===== src/rtl/word_replicator.sv =====
// Stream stage that widens IN_WIDTH-bit words into FACTOR-lane output words,
// either replicating one word across every lane or packing successive words MSB lane first.
module word_replicator #(
    parameter int IN_WIDTH = 8,
    parameter int FACTOR   = 2,
    parameter int CNT_W    = $clog2(FACTOR + 1)
) (
    input  logic                         clk,
    input  logic                         reset,
    input  logic                         mode,
    input  logic                         flush,
    input  logic                         in_valid,
    output logic                         in_ready,
    input  logic [IN_WIDTH-1:0]          in_data,
    output logic                         out_valid,
    input  logic                         out_ready,
    output logic [IN_WIDTH*FACTOR-1:0]   out_data,
    output logic [CNT_W-1:0]             out_count
);

    localparam int OUT_W = IN_WIDTH * FACTOR;

    typedef enum logic {
        COLLECT = 1'b0,
        HOLD    = 1'b1
    } state_t;

    state_t            state, state_next;
    logic [CNT_W-1:0]  count, count_next, count_inc;
    logic [CNT_W-1:0]  out_count_next;
    logic [OUT_W-1:0]  acc, acc_next, acc_fill;
    logic [OUT_W-1:0]  out_data_next;
    logic              mode_q, mode_next, mode_eff;
    logic              accept;

    // Word number 'filled' (0-based) lands in lane FACTOR-1-filled.
    function automatic logic [OUT_W-1:0] place_lane(input logic [OUT_W-1:0]    base,
                                                    input logic [IN_WIDTH-1:0] word,
                                                    input logic [CNT_W-1:0]    filled);
        logic [OUT_W-1:0] r;
        r = base;
        for (int k = 0; k < FACTOR; k++) begin
            if (int'(filled) == k) r[(FACTOR-1-k)*IN_WIDTH +: IN_WIDTH] = word;
        end
        return r;
    endfunction

    assign in_ready  = (state == COLLECT);
    assign out_valid = (state == HOLD);

    always_ff @(posedge clk or negedge reset) begin
        if (!reset) begin
            state     <= COLLECT;
            count     <= '0;
            acc       <= '0;
            mode_q    <= 1'b0;
            out_data  <= '0;
            out_count <= '0;
        end else begin
            state     <= state_next;
            count     <= count_next;
            acc       <= acc_next;
            mode_q    <= mode_next;
            out_data  <= out_data_next;
            out_count <= out_count_next;
        end
    end

    always_comb begin
        state_next     = state;
        count_next     = count;
        acc_next       = acc;
        mode_next      = mode_q;
        out_data_next  = out_data;
        out_count_next = out_count;

        accept    = in_valid && (state == COLLECT);
        // Mode is only honoured at the start of a word group.
        mode_eff  = (count == '0) ? mode : mode_q;
        count_inc = count + 1'b1;
        acc_fill  = place_lane(acc, in_data, count);

        case (state)
            COLLECT: begin
                if (accept) begin
                    if (count == '0) mode_next = mode;
                    if (!mode_eff) begin
                        out_data_next  = {FACTOR{in_data}};
                        out_count_next = CNT_W'(FACTOR);
                        state_next     = HOLD;
                    end else if ((count_inc == CNT_W'(FACTOR)) || flush) begin
                        out_data_next  = acc_fill;
                        out_count_next = count_inc;
                        count_next     = '0;
                        state_next     = HOLD;
                    end else begin
                        acc_next   = acc_fill;
                        count_next = count_inc;
                    end
                end else if (mode_eff && flush && (count != '0)) begin
                    out_data_next  = acc;
                    out_count_next = count;
                    count_next     = '0;
                    state_next     = HOLD;
                end
            end
            HOLD: begin
                if (out_ready) begin
                    state_next = COLLECT;
                    acc_next   = '0;
                end
            end
            default: state_next = COLLECT;
        endcase
    end

endmodule


===== config.mk =====
export PLATFORM = sky130hd
export DESIGN_NAME = word_replicator
export DESIGN_NICKNAME = d
export VERILOG_FILES = /design/src/rtl/word_replicator.sv
export SDC_FILE = /design/constraint.sdc
export NUM_CORES = 1
export LEC_CHECK = 0
export CAP_MARGIN = 20
export CORE_UTILIZATION = 30
export CTS_BUF_LIST = sky130_fd_sc_hd__clkbuf_8 sky130_fd_sc_hd__clkbuf_16
export CTS_CLUSTER_DIAMETER = 120
export DETAILED_ROUTE_END_ITERATION = 7
export GPL_TIMING_DRIVEN = 0
export SYNTH_ARGS = -nofsm -noshare
export SYNTH_HDL_FRONTEND = slang
export SYNTH_SLANG_ARGS = --single-unit

===== constraint.sdc =====
create_clock -name clk -period 1.8 [get_ports clk]
set_input_delay 0.18 -clock clk [delete_from_list [all_inputs] [get_ports clk]]
set_output_delay 0.18 -clock clk [all_outputs]
set_load 0.02 [all_outputs]

==> impl_summary.md <==
Status
The checks that failed: hold timing, setup timing. The flow ran to the end, but the final reports show violations.

Synth
Averaged over all synthesized cells, the footprint is 11.6 sq um. The synthesized cell area is 0.00190 sq mm. The number of enable flip-flop cells after synthesis is 0. The synthesized net count is 181.

Synthesis inferred 38 register bits. The synthesis warning total is 0. In the synthesized netlist the dominant register cell turns out to be dfrtp_1. The register area share after synthesis is 0.500. Of the total synthesized cell area, the portion taken by XOR and XNOR cells is 0.

For this run, asynchronously set or reset flops after synthesis account for 1.00. Of the total synthesized cell area, the portion taken by AND, OR, NAND and NOR gates is 0.136. In the synthesized netlist, the number of instances is 164.

The compound-cell area share of the yosys netlist is 0.0599. The number of different library cells in the post-synthesis netlist is 30. Of the total synthesized cell area, the portion taken by full adders, half adders and majority gates is 0.0197. The combinational family with the most area after synthesis is multiplexers.

The portion of synthesized area spent on multiplexers is 0.245.

Placement
The worst setup slack before clock tree synthesis is -0.386 ns. Routability-driven placement finished with a final weighted congestion of 0.777. The estimated wirelength of the detail-placed design is 2.77 mm. The count of buffers from port buffering is 33.

Pwr
The sequential share of power is 0.299. The highest ir drop seen on vdd is 556 uV. The power share of the clock group is 0.211. In this run the power density over the cells is 1600 mW/mm^2.

The proportion of power drawn by combinational gates is 0.490. The total internal power is 2.88 mW. For this design the total switching power over the nets is 1.39 mW. The total power of the final layout is 4.27 mW. The switching fraction of total power is 0.326. The standby leakage power is 1.25 nW.

STA
The final-layout worst hold slack is -0.0126 ns. The worst relative slew slack is 0.430. Setup violations remaining at the end of the flow were counted as 8.

On the final layout, the worst clock skew is 0.00551 ns. The final-report max-slew violation count is 0. Setup repair after global routing could not meet its margin everywhere.

The final number of hold-violating endpoints came to 14. Timing would allow up to 0.549 GHz. Across all setup checks in the final design, the least slack found is -0.0222 ns. Setup total negative slack on the finished layout was measured at -0.0890 ns. In the finished design, the share of the clock period the worst path needs comes to 1.01. The transition time at the pin with the least slew margin is 0.856 ns. Subtracting the final worst setup slack from the clock period gives 1.82 ns.

Critical path
The peak fanout along the critical path is 6. The signal on the critical path passes through inv_2, ha_4, mux2i_4, o21ai_4, buf_6, mux2_4, mux2_4. The worst register-to-register path ends at out_data[3]. The slack of the worst reg-to-reg path is -0.02 ns. The critical path class is reg -> reg. The most critical setup path has its endpoint at out_data[3]. The beginning of the worst register-to-register path is count[1]. The worst endpoint required time is 1.98 ns. STA puts the critical path data arrival time at 2.00 ns. STA classifies the critical path endpoint as a register. The launching element type of the critical path is a register. The number of cells on the worst reg-to-reg path is 7. The biggest cell delay along the critical path is 0.40 ns. The cell with the largest stage delay on the worst path is dfrtp_1. The source of the critical timing path is count[1]. In this design, the critical path's most frequently occurring cell is mux2_4.

CTS
The number of buffers added by the clock tree synthesis step is 5. The number of buffers added to fix hold violations after cts is 0. TritonCTS built the clock tree. The total number of clock tree sinks is 38. The H-tree generated during clock tree synthesis spans 2 levels. The root cell of the clock tree is clkbuf_8. The clock-pin transition on the worst setup and hold timing paths is 0.07 ns. The later pin in the worst-skew pair is clocked with a latency of 0.30 ns. The longest clock path from root to sink contains 2 buffers.

Layout
After the last flow step, the layout net total stands at 228. The storage element area is 952 sq um. 0 antenna diodes ended up in the layout.

The post-synthesis to final-layout area growth is 40.5%. The fraction of layout cells with a size suffix above 1 is 0.330. The utilization after layout is 0.444. After filler insertion, the fill cell instance count of the layout stands at 567. In the final layout, the multi-input gates occupy 990 sq um.

Worst hold path
The path category of the worst min-delay check is in -> async.

Drt
The detailed-route DRC error count is 0. In the final routed layout, each cell accounts on average for 14.2 microns. In this run the remaining antenna-violating nets after routing total 0. The iteration count of the initial detailed-routing pass is 4. Summed over all layers, the routed wires come to 4.08 mm. The per-cell via count in the routed design is 4.67. Detailed routing inserted a total of 1339 vias.

In this run, the number of DRC markers left after iteration 0 of detailed routing was 69.

Die
The die extent in y is 81.6 microns. The core region is 0.00603 sq mm. Measured along the x axis, the die boundary spans 81.6 microns.

The floorplan row count is 28. The full die area is 0.00666 sq mm. The number of top-level pins is 34. The initial cell density of the core is 0.316.

GRT
The total overflow reported by the global router is 0. The maximum number of pins on one net before global-route repair is 39. The first global-routing pass estimated 6.78 mm of wire.

The number of global-route vias before repair is 1346. For this run, the total global-route usage over all layers was measured as 0.137. The initial antenna violation count is 0.

Flow run
The max-cap check violation count is 0.
==> synth_stat cells (2+ instances only) <==
library cell,count,share of area
dfrtp_1,38,0.50
nand2_1,35,0.069
mux2_2,24,0.14
nand3_1,11,0.029
mux2_4,9,0.071
o21ai_0,8,0.021
mux2i_1,6,0.032
inv_1,5,0.0099
ha_1,3,0.020
nor2_1,3,0.0059
clkbuf_1,2,0.0039
o21ai_2,2,0.0092
==> sequential cells by signal, summed over array words and instances (netlist names) <==
| signal | cells |
|---|---|
| acc | 16 |
| out_data | 16 |
| count | 2 |
| out_count | 2 |
| mode_q | 1 |
| out_valid | 1 |
==> power groups by stage <==
stage / Sequential (mW) / Combinational (mW) / Clock (mW)
final: 1.28 / 2.09 / 0.902
after global routing: 1.32 / 2.23 / 0.962
after CTS: 1.28 / 2.03 / 0.926
after detailed placement: 1.30 / 1.83 / 0
after global placement: 1.29 / 1.81 / 0
after floorplan: 1.50 / 0.995 / 0
==> placed cells by master, fill, tap and decap left out, drive strengths merged <==
cell and count:
o31ai 2, and4 1, nor2b 1, or2 1, o21ai 11, mux2i 6
and4b 1, dfrtp 38, nor2 3, and2 1, clkdlybuf4s50 32, nand2b 1
clkbuf 7, nand2 35, nand3 11, and2b 1, o22ai 1, ha 3
a21oi 1, buf 14, nand4 1, mux2 33, bufinv 2, inv 5
==> area by class of cell <==
class	instances	share of cell area
Inverter	5	0.00702
Tap cell	75	0.0351
Sequential cell	38	0.356
Clock buffer	6	0.0309
Buffer	4	0.0159
Timing Repair Buffer	43	0.162
Multi-Input combinational cell	114	0.370
Clock inverter	2	0.0225
==> what timing repair did <==
item | CTS | global route
gates cloned | 0 | 0
endpoints found under the setup margin | 26 | 33
pin swaps | 4 | 2
buffers inserted | 9 | 1
gates resized for setup | 6 | 11
==> worst min path at each step <==
stage,cells after the start,end,slack (ns)
after detailed placement,1,count[0],0.35
after floorplan,0,acc[0],-0.12
after global routing,1,out_data[13],0.06
final,1,count[0],-0.01
after global placement,2,acc[8],0.47
after CTS,1,out_data[13],0.02
==> through the flow <==
stage | cell area (sq um) | std cells
floorplan | 1970 | 164
global placement | 2400 | 272
detailed placement | 2390 | 272
CTS | 2640 | 288
global route | 2670 | 287
finish | 2670 | 287
==> routing by layer <==
metal / track usage / vias up / share of wire
li1: - / 655 / -
met3: 0.0356 / 5 / 0.040
met1: 0.175 / 649 / 0.49
met4: 0.0526 / 0 / 0.011
met5: 0 / - / 0
met2: 0.223 / 30 / 0.46
==> kinds of logic after synthesis <==
| kind of cell | Yosys count |
|---|---|
| AND/OR/NAND/NOR | 57 |
| multiplexers | 39 |
| flip-flops | 38 |
| AO/OA/AOI/OAI | 15 |
| buffers and inverters | 12 |
| adder cells (fa/ha/maj) | 3 |
==> worst max-delay path, delay by kind of cell, from the launching register on <==
kind,cells,cell delay (ns)
DFF,1,0.40
AOI/OAI and AO/OA,1,0.08
buffers and inverters,2,0.23
adders and majority gates,1,0.19
muxes,3,0.83
No activity file was read; power rests on OpenSTA's default activity.
